[config.mk]
export PLATFORM = sky130hd
export DESIGN_NAME = slave_port_burst
export DESIGN_NICKNAME = d
export VERILOG_FILES = /design/src/rtl/slave_port_burst.sv
export SDC_FILE = /design/constraint.sdc
export NUM_CORES = 1
export LEC_CHECK = 0
export BUFFER_PORTS_ARGS = -buffer_cell sky130_fd_sc_hd__buf_2
export CAP_MARGIN = 15
export CORE_MARGIN = 5
export CORE_UTILIZATION = 45
export CTS_BUF_LIST = sky130_fd_sc_hd__clkbuf_16
export DETAILED_ROUTE_END_ITERATION = 7
export GPL_ROUTABILITY_DRIVEN = 0
export GPL_TIMING_DRIVEN = 0
export HOLD_SLACK_MARGIN = 0.06
export PLACE_DENSITY = 0.62
export REMOVE_ABC_BUFFERS = 1
export SYNTH_ARGS = -nofsm -noshare
export SYNTH_HDL_FRONTEND = slang
export SYNTH_SLANG_ARGS = --single-unit
[constraint.sdc]
create_clock -name clk -period 6.22 [get_ports clk]
set_input_delay 1.244 -clock clk [delete_from_list [all_inputs] [get_ports clk]]
set_output_delay 1.244 -clock clk [all_outputs]
set_load 0.01 [all_outputs]
[src/rtl/slave_port_burst.sv]
// slave_port_burst
//   Bit-serial bus slave port with multi-beat bursts, bridging the serial master
//   bus to a parallel single-port memory.
//   Serial frame (LSB first): ADDR_WIDTH address bits (smode sampled with bit 0),
//   BURST_W length bits (beats = LEN+1), then for writes DATA_WIDTH bits per beat.
//   Read data returns serially on srdata/svalid, one beat at a time.
//   Optional feature: define SPORT_SPLIT_EN to build the split path. The first
//   read beat of each burst then parks in SPLIT/SWAIT until split_grant. With the
//   macro undefined, ssplit is tied low and split_grant is unused.
//
//   Handshake summary: the master presents swdata only when mvalid=1. mvalid=0 is
//   a stall, so the bit counter holds. The port accepts a new frame only while
//   sready=1 (IDLE). Memory strobes smemwen/smemren are single-cycle pulses. A read
//   response is one rvalid pulse carrying smemrdata. svalid=1 qualifies srdata.
module slave_port_burst #(
  parameter int ADDR_WIDTH    = 12,
  parameter int DATA_WIDTH    = 8,
  parameter int BURST_W       = 4,
  parameter int SPLIT_LATENCY = 4
) (
  input  logic                  clk,
  input  logic                  rstn,
  input  logic [DATA_WIDTH-1:0] smemrdata,
  input  logic                  rvalid,
  output logic                  smemwen,
  output logic                  smemren,
  output logic [ADDR_WIDTH-1:0] smemaddr,
  output logic [DATA_WIDTH-1:0] smemwdata,
  input  logic                  swdata,
  input  logic                  smode,
  input  logic                  mvalid,
  input  logic                  split_grant,
  output logic                  srdata,
  output logic                  svalid,
  output logic                  sready,
  output logic                  ssplit
);

  localparam int MAX_AD  = (ADDR_WIDTH > DATA_WIDTH) ? ADDR_WIDTH : DATA_WIDTH;
  localparam int CNT_MAX = (MAX_AD > BURST_W) ? MAX_AD : BURST_W;
  localparam int CNT_W   = $clog2(CNT_MAX + 1);

  typedef enum logic [3:0] {
    S_IDLE  = 4'd0,
    S_ADDR  = 4'd1,
    S_LEN   = 4'd2,
    S_WDATA = 4'd3,
    S_WMEM  = 4'd4,
    S_RREQ  = 4'd5,
    S_RWAIT = 4'd6,
    S_SPLIT = 4'd7,
    S_SWAIT = 4'd8,
    S_RDATA = 4'd9
  } state_t;

  state_t                state;
  logic [CNT_W-1:0]      bit_cnt;   // index of the serial bit being captured / presented next
  logic [ADDR_WIDTH-1:0] base;
  logic [BURST_W-1:0]    len;
  logic [BURST_W-1:0]    beat;
  logic                  mode;      // 1 = write burst
  logic [DATA_WIDTH-1:0] wbuf;
  logic [DATA_WIDTH-1:0] rbuf;
  logic                  rbuf_full;

  logic [ADDR_WIDTH-1:0] base_nxt;
  logic [BURST_W-1:0]    len_nxt;
  logic [DATA_WIDTH-1:0] wword;
  logic                  rbit;
  logic [ADDR_WIDTH-1:0] addr_cur;
  logic [ADDR_WIDTH-1:0] addr_nxt;
  logic [BURST_W-1:0]    beat_nxt;
  logic                  rd_state;

`ifdef SPORT_SPLIT_EN
  localparam int SPLIT_W = $clog2(SPLIT_LATENCY + 1);
  logic [SPLIT_W-1:0] split_cnt;
  logic               ssplit_q;
  assign ssplit = ssplit_q;
`else
  logic unused_split;
  assign unused_split = split_grant;
  assign ssplit = 1'b0;
`endif

  // Beat address arithmetic wraps modulo 2^ADDR_WIDTH (carry dropped)
  assign addr_cur = base + ADDR_WIDTH'(beat);
  assign addr_nxt = addr_cur + ADDR_WIDTH'(1);
  assign beat_nxt = beat + BURST_W'(1);
  assign rd_state = (state == S_RREQ) || (state == S_RWAIT) ||
                    (state == S_SPLIT) || (state == S_SWAIT);

  // Bit-indexed insert/extract helpers driven by the shared bit counter
  always_comb begin
    base_nxt = base;
    len_nxt  = len;
    wword    = wbuf;
    rbit     = 1'b0;
    for (int i = 0; i < ADDR_WIDTH; i++) begin
      if (bit_cnt == CNT_W'(i)) base_nxt[i] = swdata;
    end
    for (int i = 0; i < BURST_W; i++) begin
      if (bit_cnt == CNT_W'(i)) len_nxt[i] = swdata;
    end
    for (int i = 0; i < DATA_WIDTH; i++) begin
      if (bit_cnt == CNT_W'(i)) begin
        wword[i] = swdata;
        rbit     = rbuf[i];
      end
    end
  end

  // Port FSM with registered outputs; strobes default low so they pulse for one cycle
  always_ff @(posedge clk or negedge rstn) begin
    if (!rstn) begin
      state     <= S_IDLE;
      bit_cnt   <= '0;
      base      <= '0;
      len       <= '0;
      beat      <= '0;
      mode      <= 1'b0;
      wbuf      <= '0;
      rbuf      <= '0;
      rbuf_full <= 1'b0;
      smemwen   <= 1'b0;
      smemren   <= 1'b0;
      smemaddr  <= '0;
      smemwdata <= '0;
      srdata    <= 1'b0;
      svalid    <= 1'b0;
      sready    <= 1'b1;
`ifdef SPORT_SPLIT_EN
      split_cnt <= '0;
      ssplit_q  <= 1'b0;
`endif
    end else begin
      smemwen <= 1'b0;
      smemren <= 1'b0;

      // Memory response is captured whenever a read is outstanding
      if (rvalid && rd_state) begin
        rbuf      <= smemrdata;
        rbuf_full <= 1'b1;
      end

      case (state)
        S_IDLE: begin
          if (mvalid) begin
            mode    <= smode;
            base    <= {{(ADDR_WIDTH-1){1'b0}}, swdata};
            bit_cnt <= CNT_W'(1);
            sready  <= 1'b0;
            state   <= S_ADDR;
          end
        end

        S_ADDR: begin
          if (mvalid) begin
            base <= base_nxt;
            if (bit_cnt == CNT_W'(ADDR_WIDTH-1)) begin
              bit_cnt <= '0;
              state   <= S_LEN;
            end else begin
              bit_cnt <= bit_cnt + CNT_W'(1);
            end
          end
        end

        S_LEN: begin
          if (mvalid) begin
            len <= len_nxt;
            if (bit_cnt == CNT_W'(BURST_W-1)) begin
              bit_cnt <= '0;
              beat    <= '0;
              if (mode) begin
                state <= S_WDATA;
              end else begin
                smemren  <= 1'b1;
                smemaddr <= base;
                state    <= S_RREQ;
              end
            end else begin
              bit_cnt <= bit_cnt + CNT_W'(1);
            end
          end
        end

        S_WDATA: begin
          if (mvalid) begin
            wbuf <= wword;
            if (bit_cnt == CNT_W'(DATA_WIDTH-1)) begin
              bit_cnt   <= '0;
              smemwen   <= 1'b1;
              smemaddr  <= addr_cur;
              smemwdata <= wword;
              state     <= S_WMEM;
            end else begin
              bit_cnt <= bit_cnt + CNT_W'(1);
            end
          end
        end

        S_WMEM: begin
          if (beat == len) begin
            sready <= 1'b1;
            state  <= S_IDLE;
          end else begin
            beat  <= beat_nxt;
            state <= S_WDATA;
          end
        end

        S_RREQ: begin
`ifdef SPORT_SPLIT_EN
          if (beat == '0) begin
            ssplit_q  <= 1'b1;
            split_cnt <= SPLIT_W'(1);
            state     <= S_SPLIT;
          end else begin
            state <= S_RWAIT;
          end
`else
          state <= S_RWAIT;
`endif
        end

        S_RWAIT: begin
          if (rbuf_full || rvalid) begin
            svalid    <= 1'b1;
            srdata    <= rvalid ? smemrdata[0] : rbuf[0];
            rbuf_full <= 1'b0;
            bit_cnt   <= CNT_W'(1);
            state     <= S_RDATA;
          end
        end

`ifdef SPORT_SPLIT_EN
        S_SPLIT: begin
          if (split_cnt == SPLIT_W'(SPLIT_LATENCY)) begin
            ssplit_q <= 1'b0;
            state    <= S_SWAIT;
          end else begin
            split_cnt <= split_cnt + SPLIT_W'(1);
          end
        end

        S_SWAIT: begin
          if (split_grant && rbuf_full) begin
            svalid    <= 1'b1;
            srdata    <= rbuf[0];
            rbuf_full <= 1'b0;
            bit_cnt   <= CNT_W'(1);
            state     <= S_RDATA;
          end
        end
`endif

        S_RDATA: begin
          if (bit_cnt == CNT_W'(DATA_WIDTH)) begin
            svalid  <= 1'b0;
            srdata  <= 1'b0;
            bit_cnt <= '0;
            if (beat == len) begin
              sready <= 1'b1;
              state  <= S_IDLE;
            end else begin
              beat     <= beat_nxt;
              smemren  <= 1'b1;
              smemaddr <= addr_nxt;
              state    <= S_RREQ;
            end
          end else begin
            srdata  <= rbit;
            bit_cnt <= bit_cnt + CNT_W'(1);
          end
        end

        default: begin
          sready <= 1'b1;
          state  <= S_IDLE;
        end
      endcase
    end
  end

endmodule
; ---- After elaboration in Yosys (flattened, before gate mapping)
; Cells that the tools add are included.
[totals]
output_inout_bits = 26
ff_bits = 71
[op_classes]
bitwise_logic = 1
mux = 89
eq_ne = 43
n_reduce_logical = 39
n_addsub = 4
[ops]
columns = cell, count
row1 = two-way mux 12 bit, 9
row2 = two-way mux 4 bit, 21
row3 = AND reduction 4 bit, 13
row4 = two-way mux 1 bit, 47
row5 = != test 2 bit (second input constant), 21
row6 = case mux 12 bit (3 select lines), 1
row7 = equality test 4 x 3 -> 1 bit (second input constant), 8
row8 = case mux 4 bit (8 select lines), 1
row9 = equality test 4 bit (second input constant), 6
row10 = case mux 12 bit (2 select lines), 1
row11 = case mux 4 bit (6 select lines), 1
row12 = AND reduction 3 bit, 7
row13 = equality test 4 x 2 -> 1 bit (second input constant), 4
row14 = adder 12 x 1 -> 12 bit (second input constant), 1
row15 = adder 12 x 4 -> 12 bit, 1
row16 = case mux 4 bit (3 select lines), 1
row17 = AND reduction 9 bit, 1
row18 = adder 4 x 1 -> 4 bit (second input constant), 2
row19 = equality test 4 x 1 -> 1 bit (second input constant), 2
row20 = zero test 4 bit, 2
row21 = AND reduction 8 bit, 1
row22 = two-way mux 3 bit, 2
row23 = case mux 1 bit (2 select lines), 3
row24 = AND reduction 2 bit, 3
row25 = 12 further kinds, 17

; ---- Depth between registers and ports, before layout
; Gate-level depths: netlist (run 1).
[depth]
word_depth = 11
ltp_mapped = 9

; ---- Least setup slack after synthesis (run 1)
; Ideal clock, no wire load.
[synth_path]
path_type = flip-flop to flip-flop
start = register beat[0]
end = register smemaddr[11]
path_slack_ps = 3401
synth_period_minus_slack_ps = 2819
setup_time_ps = 121
n_path_buf = 0
stages_incl_launch_ff = 9
t_arrival_ps = 2698
required_time_ps = 6099
cell_sequence = dfrtp_1 -> ha_1 -> fa_1 -> xor2_1 -> nand4_1 -> nor4_1 -> o2111ai_1 -> or4_1 -> and4b_1
[synth_between]
elab_chain_cells = 5
elab_cells_between_ends = 10
[synth_rtl]
columns = item, line
row1 = "start, declared", 60  ; logic [BURST_W-1:0] beat;
row2 = "start signal, assigned", 208  ; beat <= beat_nxt;
row3 = "start signal, assigned", 267  ; beat <= beat_nxt;
row4 = adder 12 x 4 -> 12 bit, 87  ; assign addr_cur = base + ADDR_WIDTH'(beat);
row5 = adder 12 x 1 -> 12 bit, 88  ; assign addr_nxt = addr_cur + ADDR_WIDTH'(1);
row6 = two-way mux 12 bit, 263  ; if (beat == len) begin
row7 = two-way mux 12 bit, 259  ; if (bit_cnt == CNT_W'(DATA_WIDTH)) begin
row8 = case mux 12 bit (3 select lines), 146  ; case (state)
row9 = "end signal, assigned", 179  ; smemaddr <= base;
row10 = "end signal, assigned", 194  ; smemaddr <= addr_cur;
row11 = "end signal, assigned", 269  ; smemaddr <= addr_nxt;
row12 = "end, declared", 27  ; output logic [ADDR_WIDTH-1:0] smemaddr,
; Parallel ways exist; a longest one is shown, timed or not. The select of a mux whose other input is x is not followed.
; A chain may end at the register's enable or synchronous reset.

; ---- Worst setup path in the final report (run 1)
; Same ends and word-level chain as after synthesis.

==> flow_summary.json, run 1 <==
{
  "ir_drop_mv": 0.204,
  "initial_utilization": 0.455,
  "final_util": 0.519,
  "ios": 41,
  "cts_setup_buffers": 0,
  "arrival_ps": 3500,
  "multi_input_area_um2": 2490,
  "numCtsBuffers": 9,
  "outcome": "complete, no violations",
  "grt_setup_unrepaired": "false",
  "grt_first_pass_wirelength_um": 17300,
  "max_stage_delay_ps": 570,
  "n_antenna_cell": 0,
  "dieArea_um2": 11800,
  "drt_wl_total_um": 10200,
  "layout_min_cycle_time_ps": 3290,
  "cp_max_fo": 6,
  "required_ps": 6430,
  "cts_tree": "built",
  "synth_top_area_frac": 0.393,
  "slew_headroom": 0.344,
  "fin_area_um2": 5010,
  "setup_viol": 0,
  "drive_gt1_frac": 0.192,
  "antenna_left": 0,
  "criticalPathCategory": "flip-flop to flip-flop",
  "dr_total_vias": 3656,
  "crit_chain": "ha_1 -> fa_1 -> xor2_1 -> nand4_1 -> nor4_1 -> o2111ai_1 -> or4_1 -> and4b_1",
  "syn_avg_cell_area_um2": 9.30,
  "cts_hold_buf": 0,
  "register_area_um2": 1750,
  "grt_max_degree": 71,
  "die-width_um": 109,
  "place_area_um2": 4680,
  "finalHoldViolations": 0,
  "synth-edff-count": 0,
  "period_share": 0.529,
  "synthTopCellsByArea": "dfrtp_1, mux2_2, nand2_1",
  "cts.sinks": 70,
  "power_density_nw_per_um2": 453,
  "async_flop_share": 1.00,
  "clock_latency_ps": 320,
  "area_growth_pct": 14.1,
  "core_area_um2": 9640,
  "grt-ovfl-total": 0,
  "die_h_um": 109,
  "nNetsFinal": 521,
  "clockBufferDepth": 2,
  "max_freq_mhz": 304,
  "path_clk_slew_ps": 60,
  "drt_first_pass_iters": 7,
  "cts-root-buf": "clkbuf_16",
  "drv_cap": 0,
  "wl_per_cell_um": 16.1,
  "grt_pass1_vias": 3522,
  "htree_levels": 3,
  "vias_per_cell": 5.78,
  "port_buffers": 38,
  "stdcell_count": 633,
  "hp-class": "flip-flop to flip-flop",
  "ys_types": 73,
  "slowest_stage": "nor4_1",
  "netlist_instances": 472,
  "ys_seq_area_frac": 0.399,
  "final.setup.tns_ps": 0,
  "finalPower_uw": 2270,
  "track_usage": 0.184,
  "row_count": 36,
  "drc": 0,
  "endpoint_kind": "flip-flop",
  "maxSlewViolCount": 0,
  "p_leak_uw": 0.00221,
  "drt_iter0_markers": 276,
  "synth_ff_type": "dfrtp_1",
  "syn-cell-area_um2": 4390,
  "dp_cells": 617,
  "dp_hpwl_um": 7410,
  "yosys.area.top_type": "dfrtp_1",
  "max_slew.worst_pin.slew_ps": 959,
  "ys_ff_latch": 70,
  "final.setup_skew_ps": 7.66,
  "antenna_found_initial": 0,
  "yosys_warnings": 0,
  "fillers": 920,
  "critPathLaunchType": "flip-flop",
  "cts_resized": 0
}
-- cells in the final DEF (no fill, tap or decap), types with 4 or more instances in the layout --
cell type  Yosys  routed
xor2_1         4       4
ha_1          10      10
o211ai_1       5       5
nand3_1       11      11
o21a_1         5       5
mux2i_1        8       8
o21ai_0       32      32
nand4_1        6       6
a21o_1         6       6
inv_1         11      11
nand3b_1       4       4
nand2_1       57      57
clkbuf_16      0       9
o31ai_1        5       5
a31oi_1        5       5
xnor2_1       14      14
buf_2          5      37
mux2_2        28      28
dfrtp_1       69      69
nor3b_1        8       8
and3_1         9       9
nor2_1        27      27
a211oi_1      11      11
nor3_1         9       9
a21oi_1       28      28
nor2b_1        8       8
-- final timing paths --
| kind | endpoint | start | slack (ps) | depth (start not counted) |
|---|---|---|---|---|
| min in group asynchronous | smemaddr[11] | rstn | 920 | 2 |
| min | smemaddr[0] | smemaddr[0] | 480 | 1 |
| max | smemaddr[11] | beat[0] | 2930 | 8 |
| max in group asynchronous | sready | rstn | 4970 | 2 |
| max reg2reg | smemaddr[11] | beat[0] | 2930 | 8 |
| min reg2reg | smemaddr[0] | smemaddr[0] | 480 | 1 |
-- cell type report --
type	instances	area share
clock buffers	9	0.0450
clock inverters	7	0.0197
inverters	11	0.00825
multi-input cells	363	0.497
flip-flops and latches	70	0.350
well taps	133	0.0332
repair buffers	40	0.0462
-- Yosys cell counts, types with 4 or more instances --
library cell   n
mux2_2        28
o31ai_1        5
nor3b_1        8
a31oi_1        5
a211oi_1      11
mux2i_1        8
clkbuf_1      20
dfrtp_1       69
nor2b_1        8
nor2_1        27
o21a_1         5
nand3b_1       4
and3_1         9
a21oi_1       28
a21o_1         6
xnor2_1       14
ha_1          10
nand4_1        6
o211ai_1       5
buf_2          5
o21ai_0       32
inv_1         11
nand2_1       57
xor2_1         4
nor3_1         9
nand3_1       11
-- state kept, by name (all words and copies together) (netlist names) --
| name | count |
|---|---|
| base | 12 |
| smemaddr | 12 |
| rbuf | 8 |
| smemwdata | 8 |
| wbuf | 7 |
| beat | 4 |
| bit_cnt | 4 |
| len | 4 |
| state | 4 |
| mode | 1 |
| rbuf_full | 1 |
| smemren | 1 |
| smemwen | 1 |
| srdata | 1 |
| sready | 1 |
| svalid | 1 |
-- power by group --
| part | internal, uW | switching [uW] |
|---|---|---|
| registers | 608 | 178 |
| logic | 409 | 519 |
| clock network | 352 | 200 |
-- worst max-delay path, delay by kind of cell (launching register included) --
kind / cells / cell delay, ps
flops: 1 / 440
compound gates: 1 / 270
simple gates: 4 / 1370
fa+ha+maj: 2 / 710
xor+xnor: 1 / 390
-- cells by family after synthesis --
kind of cell,Yosys count,synth area share
muxes,37,0.0952
and+or+nand+nor,167,0.201
adders and majority gates,11,0.0331
DFF,70,0.399
AOI/OAI and AO/OA,129,0.198
xor gates and xnor gates,18,0.0359
buffers and inverters,39,0.0365
other,1,0.000855
-- routing by layer --
| metal | vias up | GRT usage | wire (um) |
|---|---|---|---|
| li1 | 1786 | - | - |
| met1 | 1778 | 0.248 | 4690 |
| met2 | 82 | 0.310 | 4960 |
| met3 | 10 | 0.0355 | 463 |
| met4 | 0 | 0.0361 | 101 |
| met5 | - | 0 | 0 |
-- metrics by stage --
step	hold slack, ps	setup slack (ps)
floorplan	474	3150
global placement	456	1750
detailed placement	461	2960
CTS	479	2940
global route	488	2790
finish	475	2930
Power figures use the tool's default switching activity.
==> run 2, diff against run 1 <==
--- a/config.mk
+++ b/config.mk
@@ -14,7 +14,7 @@
 export GPL_ROUTABILITY_DRIVEN = 0
 export GPL_TIMING_DRIVEN = 0
 export HOLD_SLACK_MARGIN = 0.06
-export PLACE_DENSITY = 0.62
+export PLACE_DENSITY = 0.65
 export REMOVE_ABC_BUFFERS = 1
 export SYNTH_ARGS = -nofsm -noshare
 export SYNTH_HDL_FRONTEND = slang
==> constraint.sdc (replaced) <==
create_clock -name clk -period 2.88 [get_ports clk]
set_input_delay 0.576 -clock clk [delete_from_list [all_inputs] [get_ports clk]]
set_output_delay 0.576 -clock clk [all_outputs]
set_load 0.01 [all_outputs]
==> flow_summary.json, run 2 (same netlist as run 1, synthesis figures left out) <==
{
  "dp_slack_ps": -346,
  "required_ps": 3100,
  "track_usage": 0.186,
  "cts_tree": "built",
  "max_slew.worst_pin.slew_ps": 941,
  "criticalPathCategory": "flip-flop to flip-flop",
  "clock_latency_ps": 330,
  "max_stage_delay_ps": 750,
  "dp_hpwl_um": 7320,
  "power_density_nw_per_um2": 954,
  "antenna_left": 0,
  "p_leak_uw": 0.00221,
  "core_area_um2": 9640,
  "numCtsBuffers": 9,
  "fin_area_um2": 5090,
  "dieArea_um2": 11800,
  "grt_pass1_vias": 3598,
  "place_area_um2": 4650,
  "cts.sinks": 70,
  "vias_per_cell": 5.77,
  "die-width_um": 109,
  "most-common-layout-cells": "dfrtp_1, nand2_1, buf_2",
  "period_share": 0.977,
  "ios": 41,
  "mostFrequentLayoutCell": "dfrtp_1",
  "cts-root-buf": "clkbuf_16",
  "rrSetupSlack_ps": 70,
  "grt_setup_unrepaired": "true",
  "final.setup.tns_ps": 0,
  "port_buffers": 38,
  "cts_hold_buf": 0,
  "worstReg2RegStart": "state[0]",
  "die_h_um": 109,
  "n_antenna_cell": 0,
  "setup_ws_ps": 65.7,
  "maxSlewViolCount": 0,
  "path_clk_slew_ps": 60,
  "grt-ovfl-total": 0,
  "drv_cap": 0,
  "reg2regPathDepth": 6,
  "drt_wl_total_um": 10500,
  "wl_per_cell_um": 16.4,
  "drt_first_pass_iters": 5,
  "endpoint_kind": "flip-flop",
  "outcome": "complete, no violations",
  "initial_utilization": 0.455,
  "crit_chain": "nor3b_2 -> nand2_1 -> o311a_1 -> a311o_1 -> or4_1 -> and4b_1",
  "nNetsFinal": 526,
  "grt_first_pass_wirelength_um": 17400,
  "htree_levels": 3,
  "max_freq_mhz": 355,
  "drc": 0,
  "layout_min_cycle_time_ps": 2810,
  "drt_iter0_markers": 257,
  "slew_headroom": 0.364,
  "clockBufferDepth": 2,
  "slowest_stage": "dfrtp_1",
  "row_count": 36,
  "area_growth_pct": 15.9,
  "r2r-end": "smemaddr[11]",
  "drive_gt1_frac": 0.230,
  "antenna_found_initial": 0,
  "grt_max_degree": 71,
  "critPathLaunchType": "flip-flop",
  "top_regs": "base (12), smemaddr (12)",
  "cp_max_fo": 21,
  "arrival_ps": 3030,
  "dr_total_vias": 3679,
  "final_util": 0.528,
  "ir_drop_mv": 0.528,
  "setup_viol": 0,
  "final.setup_skew_ps": 5.98,
  "hp-class": "input pin to async pin",
  "fillers": 898,
  "finalHoldViolations": 0
}
## run 2: cell count changes in the layout (fill, tap and decap cells not counted), sizes merged
cell | previous run | this run
buf | 40 | 45
bufinv | 2 | 0
clkinv | 4 | 5
inv | 11 | 12
## run 2: metrics by stage
step | hold WS [ps] | total power (uW) | std cells
floorplan | 280 | 3100 | 444
global placement | 457 | 3620 | 615
detailed placement | 467 | 3700 | 616
CTS | 401 | 4760 | 632
global route | 450 | 5200 | 638
finish | 367 | 4850 | 638
## run 2: layer usage
| metal | vias up | GRT usage | part of all wire |
|---|---|---|---|
| met3 | 14 | 0.0332 | 0.043 |
| met2 | 79 | 0.307 | 0.48 |
| met4 | 0 | 0.0667 | 0.011 |
| met1 | 1781 | 0.244 | 0.46 |
| met5 | - | 0 | 0 |
| li1 | 1805 | - | - |
## run 2: how the worst max path moves through the flow
stage / from / end / slack (ps) / depth (start not counted)
floorplan: state[3] / bit_cnt[3] / -190 / 5
global placement: state[3] / bit_cnt[3] / -1570 / 4
detailed placement: beat[0] / smemaddr[11] / -350 / 8
CTS: beat[0] / smemaddr[11] / 10 / 8
global route: base[0] / smemaddr[11] / -40 / 8
finish: state[0] / smemaddr[11] / 70 / 6
## run 2: final cells by class
cell class                      count  area [um2]  share of cell area
Tap cell                          133         166              0.0327
Clock inverter                      7        48.8             0.00959
Inverter                           11        41.3             0.00812
Timing Repair Buffer               45         249              0.0489
Multi-Input combinational cell    363        2600               0.511
Clock buffer                        9         225              0.0443
Sequential cell                    70        1760               0.345
## run 2: worst max-delay path: cells and delay by family (launching register included)
kind             cells  cell delay [ps]
AO/OA/AOI/OAI        2              730
flip-flops           1              750
AND/OR/NAND/NOR      4             1230
## run 2: repair_timing
item,4_1_cts,5_1_grt
setup buffers,0,6
endpoints found under the hold margin,0,0
pin swaps,1,7
gates resized for setup,4,17
endpoints found under the setup margin,1,3
## run 2: where the power goes
part / switching [uW] / internal [uW] / total [uW]
logic: 1160 / 957 / 2120
registers: 399 / 1320 / 1720
clock network: 439 / 583 / 1020
